--- src/rtl/shift_arbiter.sv ---
// Shared 32-bit barrel shifter for two requesters, round-robin arbitrated, with a one-entry result buffer.
// Latency: a request accepted at edge T shows rsp_valid=1 after edge T. Sustains one result per cycle.
// Backpressure: while the buffer is full and rsp_ready=0, neither requester is accepted.
// Optional macro SHIFT_ARB_SRA_EN: opcode 10 is an arithmetic right shift. Without it, opcode 10 acts as SRL.
module shift_arbiter #(
  parameter int WIDTH = 32,
  parameter int SHW   = 5
) (
  input  logic             clk,
  input  logic             rst,
  input  logic             req0_valid,
  output logic             req0_ready,
  input  logic [WIDTH-1:0] req0_a,
  input  logic [SHW-1:0]   req0_b,
  input  logic [1:0]       req0_op,
  input  logic             req1_valid,
  output logic             req1_ready,
  input  logic [WIDTH-1:0] req1_a,
  input  logic [SHW-1:0]   req1_b,
  input  logic [1:0]       req1_op,
  output logic             rsp_valid,
  input  logic             rsp_ready,
  output logic [WIDTH-1:0] rsp_c,
  output logic             rsp_id
);

  localparam logic [0:0] EMPTY = 1'b0;
  localparam logic [0:0] FULL  = 1'b1;

  localparam logic [1:0] OP_SRL = 2'b00;
  localparam logic [1:0] OP_SLL = 2'b01;
  localparam logic [1:0] OP_SRA = 2'b10;
  localparam logic [1:0] OP_NOP = 2'b11;

  logic [0:0]       state;
  logic             last_gnt;
  logic             any_req;
  logic             gnt_id;
  logic             accept;
  logic             handshake;
  logic [WIDTH-1:0] sel_a;
  logic [SHW-1:0]   sel_b;
  logic [1:0]       sel_op;
  logic [WIDTH-1:0] shin;
  logic [WIDTH-1:0] shout;
  logic [WIDTH-1:0] result;

  // Mirror bit order so the single right-shifter can also produce left shifts.
  function automatic logic [WIDTH-1:0] bit_rev(input logic [WIDTH-1:0] v);
    logic [WIDTH-1:0] r;
    r = '0;
    for (int i = 0; i < WIDTH; i++) begin
      r[i] = v[WIDTH-1-i];
    end
    return r;
  endfunction

  assign rsp_valid = (state == FULL);

  // Round-robin grant: a lone requester always wins; a contested cycle goes to the one not served last.
  always_comb begin
    any_req = req0_valid | req1_valid;
    if (req0_valid && req1_valid) begin
      gnt_id = ~last_gnt;
    end else begin
      gnt_id = req1_valid;
    end
  end

  // The buffer can take a new result when empty or when it is being drained this cycle; never in reset.
  always_comb begin
    accept     = ~rst & ((state == EMPTY) | rsp_ready);
    handshake  = accept & any_req;
    req0_ready = handshake & ~gnt_id;
    req1_ready = handshake &  gnt_id;
  end

  // Steer the granted requester's operands into the shared datapath.
  always_comb begin
    if (gnt_id) begin
      sel_a  = req1_a;
      sel_b  = req1_b;
      sel_op = req1_op;
    end else begin
      sel_a  = req0_a;
      sel_b  = req0_b;
      sel_op = req0_op;
    end
  end

`ifdef SHIFT_ARB_SRA_EN
  logic fill;
  assign fill = (sel_op == OP_SRA) & sel_a[WIDTH-1];
`endif

  // Log-stage right-shift mux chain (1/2/4/8/16); left shifts enter and leave bit-reversed.
  always_comb begin
    shin  = (sel_op == OP_SLL) ? bit_rev(sel_a) : sel_a;
    shout = shin;
    for (int k = 0; k < SHW; k++) begin
      if (sel_b[k]) begin
`ifdef SHIFT_ARB_SRA_EN
        shout = (shout >> (1 << k)) | ({WIDTH{fill}} & ~({WIDTH{1'b1}} >> (1 << k)));
`else
        shout = shout >> (1 << k);
`endif
      end
    end
  end

  // Final result select: undo the reversal for SLL, pass the operand through for the reserved opcode.
  always_comb begin
    case (sel_op)
      OP_SLL:  result = bit_rev(shout);
      OP_NOP:  result = sel_a;
      default: result = shout;
    endcase
  end

  // Output buffer and priority pointer; a fill may coincide with a drain for full throughput.
  always_ff @(posedge clk or posedge rst) begin
    if (rst) begin
      state    <= EMPTY;
      rsp_c    <= '0;
      rsp_id   <= 1'b0;
      last_gnt <= 1'b1;
    end else if (handshake) begin
      state    <= FULL;
      rsp_c    <= result;
      rsp_id   <= gnt_id;
      last_gnt <= gnt_id;
    end else if (state == FULL && rsp_ready) begin
      state    <= EMPTY;
    end
  end

endmodule

--- config.mk ---
export PLATFORM = sky130hd
export DESIGN_NAME = shift_arbiter
export DESIGN_NICKNAME = d
export VERILOG_FILES = /design/src/rtl/shift_arbiter.sv
export SDC_FILE = /design/constraint.sdc
export NUM_CORES = 1
export LEC_CHECK = 0
export ABC_AREA = 1
export CORE_MARGIN = 2
export CORE_UTILIZATION = 50
export DETAILED_ROUTE_END_ITERATION = 10
export GPL_ROUTABILITY_DRIVEN = 0
export PLACE_DENSITY_LB_ADDON = 0.2
export SLEW_MARGIN = 30
export SYNTH_ARGS = -nofsm -noshare
export SYNTH_HDL_FRONTEND = slang
export SYNTH_SLANG_ARGS = --single-unit
--- constraint.sdc ---
create_clock -name clk -period 3.6 [get_ports clk]
set_input_delay 0.72 -clock clk [delete_from_list [all_inputs] [get_ports clk]]
set_output_delay 0.72 -clock clk [all_outputs]
set_load 0.005 [all_outputs]
Word level (Yosys, flattened, before mapping)
Cells that the tools add are included.

Bitwise operators: 10. $lt $le $gt $ge: 0. $add $sub $neg: 0. $mul: 0. Eq/ne operators: 2. Mux-type cells: 13. Div/mod/pow operators: 0. Reduce and logical (&&, ||, !) cells: 3. Shift-type cells: 0.

Operators by type and width (number): 32-bit 2-to-1 mux (7); 32-bit one-hot mux with 2 select lines (1); 5-bit 2-to-1 mux (1); 1-bit AND (4); 1-bit NOT (4); 1-bit 2-to-1 mux (3); 2-bit by 1-bit equality test with 1-bit output, second input constant (1); 2-bit equality test, second input constant (1); 1-bit logical AND (2); 2-bit 2-to-1 mux (1); 1-bit bitwise OR (2); 2-bit nonzero test (1).

Memories: 0. Memory bits (read-only): 0. Register bits: 35. RAM bits: 0. Output and inout port bits: 36. Latch bits: 0. Logic and storage cells: 32. Bits of input ports: 83.

Depth between registers and ports, before layout
Word-level depth: 11. Depth in mapped cells: 19.

Least setup slack after synthesis
No wires, ideal clock.

Path type: input port to output port. From: in rst. To: out req0_ready. Path buffers: 2. Data required time: 2.880 ns. Path slack: 0.358 ns. Stages on the path: 7. Arrival: 2.522 ns. Cells stage by stage: inv_1 o21ai_0 nor2_1 clkbuf_1 inv_1 clkbuf_1 nor2_1.

Cells in the longest elaborated chain, start to end: 4.

RTL lines: start, declared (line 10) `input logic rst,`; 1-bit NOT (line 72) `accept = ~rst & ((state == EMPTY) | rsp_ready);`; 1-bit AND (line 72); 1-bit AND (line 73) `handshake = accept & any_req;`; 1-bit AND (line 74) `req0_ready = handshake & ~gnt_id;`; end, declared (line 12) `output logic req0_ready,`.

Every way passes these cells.

Final worst setup path
From: in req1_valid. To: out req1_ready.

Cells in the longest elaborated chain, start to end: 3.

RTL lines: start, declared (line 16) `input logic req1_valid,`; 1-bit bitwise OR / 1-bit logical AND (equally long branches) (line 62, 63); 1-bit AND / 1-bit 2-to-1 mux (equally long branches) (line 73, 63); 1-bit AND (*) (line 75) `req1_ready = handshake & gnt_id;`; end, declared (line 17) `output logic req1_ready,`.

Mark *: on every way between the ends. The rest lies on a longest branch, timed or not.

==> metrics.txt <==
# TYPE chip_impl_metric gauge
chip_impl_metric{name="clk-insertion-delay-late",unit="ns"} 0.29
chip_impl_info{name="synth_top_family_by_area",value="simple AND/OR/NAND/NOR gates"} 1
chip_impl_metric{name="yosys.area_share.adder",unit="%"} 0
chip_impl_metric{name="drtPass1Iterations",unit=""} 6
chip_impl_metric{name="final_layout_size_suffix_gt1_share",unit="%"} 8.12
chip_impl_metric{name="period_share",unit="%"} 88.9
chip_impl_metric{name="num_rows",unit=""} 37
chip_impl_metric{name="cp.required",unit="ns"} 2.88
chip_impl_metric{name="number_of_global_route_vias_before_repair",unit=""} 6358
chip_impl_metric{name="die_y",unit="um"} 106
chip_impl_metric{name="netlist_area_before_placement",unit="sq mm"} 0.00517
chip_impl_info{name="timing.hold.worst.start",value="rsp_c[24]$_DFFE_PP0P_"} 1
chip_impl_metric{name="maxSlewViolCount",unit=""} 0
chip_impl_metric{name="yosysSeqAreaShare",unit="%"} 17.0
chip_impl_metric{name="total_global_routing_track_utilization",unit="%"} 35.2
chip_impl_metric{name="drt_first_iter_violations",unit=""} 867
chip_impl_metric{name="global_route_wire_length_before_repair",unit="um"} 31400
chip_impl_metric{name="synthesized_area_fraction_occupied_by_xor_and_xnor_cells",unit="%"} 0
chip_impl_metric{name="clk_buf_depth",unit=""} 2
chip_impl_metric{name="core",unit="sq mm"} 0.0102
chip_impl_metric{name="detailroute.via_count",unit=""} 6699
chip_impl_metric{name="synth_fp_nets",unit=""} 1011
chip_impl_metric{name="numClockSinks",unit=""} 35
chip_impl_metric{name="cts.hold.buffers_added",unit=""} 0
chip_impl_metric{name="die-area",unit="sq mm"} 0.0112
chip_impl_info{name="endpoint_kind",value="output port"} 1
chip_impl_metric{name="count_of_inserted_antenna_diode_cells",unit=""} 0
chip_impl_info{name="layout.cells.most_common",value="nand3_1"} 1
chip_impl_metric{name="regArea",unit="sq um"} 877
chip_impl_metric{name="path_max_fanout",unit=""} 5
chip_impl_info{name="slowest_stage",value="clkdlybuf4s50_1"} 1
chip_impl_metric{name="wl_per_cell",unit="um"} 16.8
chip_impl_metric{name="h_tree_level_count",unit=""} 2
chip_impl_info{name="worstPathCellList",value="clkdlybuf4s50_1 > o21ai_0 > nor2_2 > inv_1 > nor2_1 > clkdlybuf4s50_1"} 1
chip_impl_metric{name="synthCells",unit=""} 928
chip_impl_metric{name="cp.arrival",unit="ns"} 2.48
chip_impl_metric{name="setup_tns",unit="ns"} 0
chip_impl_metric{name="top_level_ports",unit=""} 119
chip_impl_metric{name="die_w",unit="um"} 106
chip_impl_metric{name="max_freq",unit="MHz"} 313
chip_impl_metric{name="setup_violating_endpoint_count_in_the_final_report",unit=""} 0
chip_impl_metric{name="number_of_warnings_printed_during_yosys_synthesis",unit=""} 0
chip_impl_metric{name="number_of_filler_cells_placed_in_the_layout",unit=""} 978
chip_impl_metric{name="final_core_utilization",unit="%"} 63.7
chip_impl_metric{name="power_density",unit="mW/mm^2"} 367
chip_impl_metric{name="cts_setup_buffers",unit=""} 0
chip_impl_metric{name="timing.final.crit_period",unit="ns"} 3.20
chip_impl_metric{name="post_syn_area_per_cell",unit="sq um"} 5.57
chip_impl_metric{name="max_stage_delay",unit="ns"} 0.65
chip_impl_info{name="setup.worst_path.start_class",value="primary input"} 1
chip_impl_metric{name="yosys_register_bits",unit=""} 35
chip_impl_metric{name="dp_hpwl",unit="um"} 14600
chip_impl_metric{name="route.detailed.vias_per_inst",unit=""} 5.85
chip_impl_metric{name="synthToLayoutAreaGrowth",unit="%"} 25.6
chip_impl_metric{name="leakage",unit="uW"} 0.00323
chip_impl_metric{name="synthSimpleGateAreaFrac",unit="%"} 59.9
chip_impl_info{name="status",value="complete, no violations"} 1
chip_impl_metric{name="max-slew-margin-rel",unit="%"} 54.1
chip_impl_metric{name="initial_core_util",unit="%"} 50.7
chip_impl_metric{name="cts_resizes",unit=""} 0
chip_impl_metric{name="post_synth_num_cell_types",unit=""} 36
chip_impl_metric{name="nNetsFinal",unit=""} 1093
chip_impl_info{name="clk_root_buffer_cell",value="clkbuf_8"} 1
chip_impl_info{name="setup_repair_after_global_routing_missed_its_margin",value="no"} 1
chip_impl_metric{name="cts_buffers",unit=""} 5
chip_impl_metric{name="global_route.overflow_total",unit=""} 0
chip_impl_info{name="rr_startpoint",value="last_gnt$_DFFE_PP1P_"} 1
chip_impl_metric{name="area_taken_by_multi_input_logic_gates",unit="sq mm"} 0.00364
chip_impl_metric{name="port-buffer-count",unit=""} 118
chip_impl_metric{name="grt_max_degree",unit=""} 56
chip_impl_info{name="tritoncts",value="done"} 1
chip_impl_metric{name="drc",unit=""} 0
chip_impl_info{name="worst-setup-path-type",value="primary input to output port"} 1
chip_impl_info{name="min_path_type",value="flop to flop"} 1
chip_impl_info{name="crit_start",value="req1_valid"} 1
chip_impl_metric{name="cts.reportedPaths.clkPinSlew",unit="ns"} 0.07
chip_impl_info{name="mostFrequentLayoutCells",value="305 x nand3_1, 273 x nand2_1, 118 x clkdlybuf4s50_1"} 1
chip_impl_info{name="worst_path_most_repeated_cell",value="clkdlybuf4s50_1"} 1
chip_impl_metric{name="initial_antenna_violation_count",unit=""} 0
chip_impl_metric{name="cap_violations",unit=""} 0
chip_impl_metric{name="fin_worst_skew",unit="ns"} 0.00534
chip_impl_metric{name="max_slew.worst_pin.slew",unit="ns"} 0.688
chip_impl_metric{name="drt_wl_total",unit="um"} 19200
chip_impl_metric{name="mux_contribution_to_synthesized_area",unit="%"} 0
chip_impl_metric{name="irDropWorstVdd",unit="mV"} 0.275
chip_impl_metric{name="finalHoldViolations",unit=""} 0
chip_impl_metric{name="route.antenna.remaining_nets",unit=""} 0
chip_impl_metric{name="synth_compound_area_share",unit="%"} 10.4
per-layer routing:
layer / GRT usage, % / routed length, um / up-vias
met5: 0 / 0 / -
met3: 8.53 / 1980 / 98
met4: 21.1 / 1230 / 0
met2: 54.0 / 8330 / 411
met1: 44.6 / 7680 / 2937
li1: - / - / 3253
final cells by class:
type	instances	area share [%]
clock buffers	6	1.27
clock inverters	1	0.0771
inverters	75	4.37
multi-input cells	751	56.0
flip-flops and latches	35	13.5
well taps	136	2.62
repair buffers	142	22.1
critical path, delay by kind of cell:
kind	cells	cell delay, ns
buf+inv	3	1.26
simple gates	2	0.28
compound gates	1	0.21
kinds of logic after synthesis:
logic type | count (synthesis)
flops | 35
simple gates | 668
buf+inv | 142
compound gates | 83
Yosys cell counts:
| cell | instances | area, sq um |
|---|---|---|
| a221oi_1 | 1 | 8.76 |
| nor2_2 | 1 | 6.26 |
| a21boi_1 | 22 | 165 |
| nand2_1 | 273 | 1020 |
| buf_2 | 30 | 150 |
| nor2_4 | 1 | 11.3 |
| buf_6 | 7 | 78.8 |
| nor2_1 | 28 | 105 |
| nand3_1 | 305 | 1530 |
| or2_1 | 3 | 18.8 |
| nand2_4 | 2 | 22.5 |
| dfstp_2 | 1 | 26.3 |
| inv_4 | 1 | 6.26 |
| a21oi_1 | 9 | 45.0 |
| o21ai_4 | 2 | 32.5 |
| o211ai_2 | 2 | 25.0 |
| inv_1 | 70 | 263 |
| nand2_8 | 1 | 20.0 |
| o21bai_1 | 1 | 7.51 |
| inv_2 | 4 | 15.0 |
| o211ai_1 | 3 | 22.5 |
| o21ai_2 | 2 | 17.5 |
| buf_4 | 9 | 67.6 |
| o21ai_0 | 28 | 140 |
| nand3b_1 | 11 | 82.6 |
| o221ai_1 | 1 | 8.76 |
| nand4_1 | 11 | 68.8 |
| o21ai_1 | 9 | 45.0 |
| buf_1 | 6 | 22.5 |
| a31oi_1 | 2 | 12.5 |
| o22ai_1 | 1 | 6.26 |
| dfrtp_1 | 34 | 851 |
| nand3_2 | 2 | 20.0 |
| clkbuf_1 | 15 | 56.3 |
| or2_2 | 26 | 163 |
| nand2_2 | 4 | 25.0 |
where the power goes:
part	total, uW	switching, uW	internal (uW)
combinational	1540	900	643
clock	302	151	150
sequential	542	54.2	488
worst paths after layout:
check                                   endpoint  depth (start not counted)  slack, ns
min                        rsp_c[24]$_DFFE_PP0P_                          2       0.49
min reg2reg                rsp_c[24]$_DFFE_PP0P_                          2       0.49
max                                   req1_ready                          6       0.40
min in group asynchronous  rsp_c[30]$_DFFE_PP0P_                          3       0.93
max reg2reg                rsp_c[25]$_DFFE_PP0P_                         14       0.86
max in group asynchronous   last_gnt$_DFFE_PP1P_                          3       2.33
stage by stage:
stage	total power, uW	worst slack [ns]	instances	hold slack (ns)	area [sq um]
floorplan	1490	0.358	928	0.468	5170
global placement	2040	0.262	1139	0.467	6400
detailed placement	2050	0.226	1139	0.467	6400
CTS	2350	0.382	1146	0.494	6490
global route	2570	0.257	1146	0.516	6490
finish	2390	0.400	1146	0.486	6490
flip-flops by register name, indices dropped and copies added (netlist names):
name,count
last_gnt,1
rsp_valid,1
rsp_c,32
rsp_id,1
No activity file was read; power rests on OpenSTA's default activity.
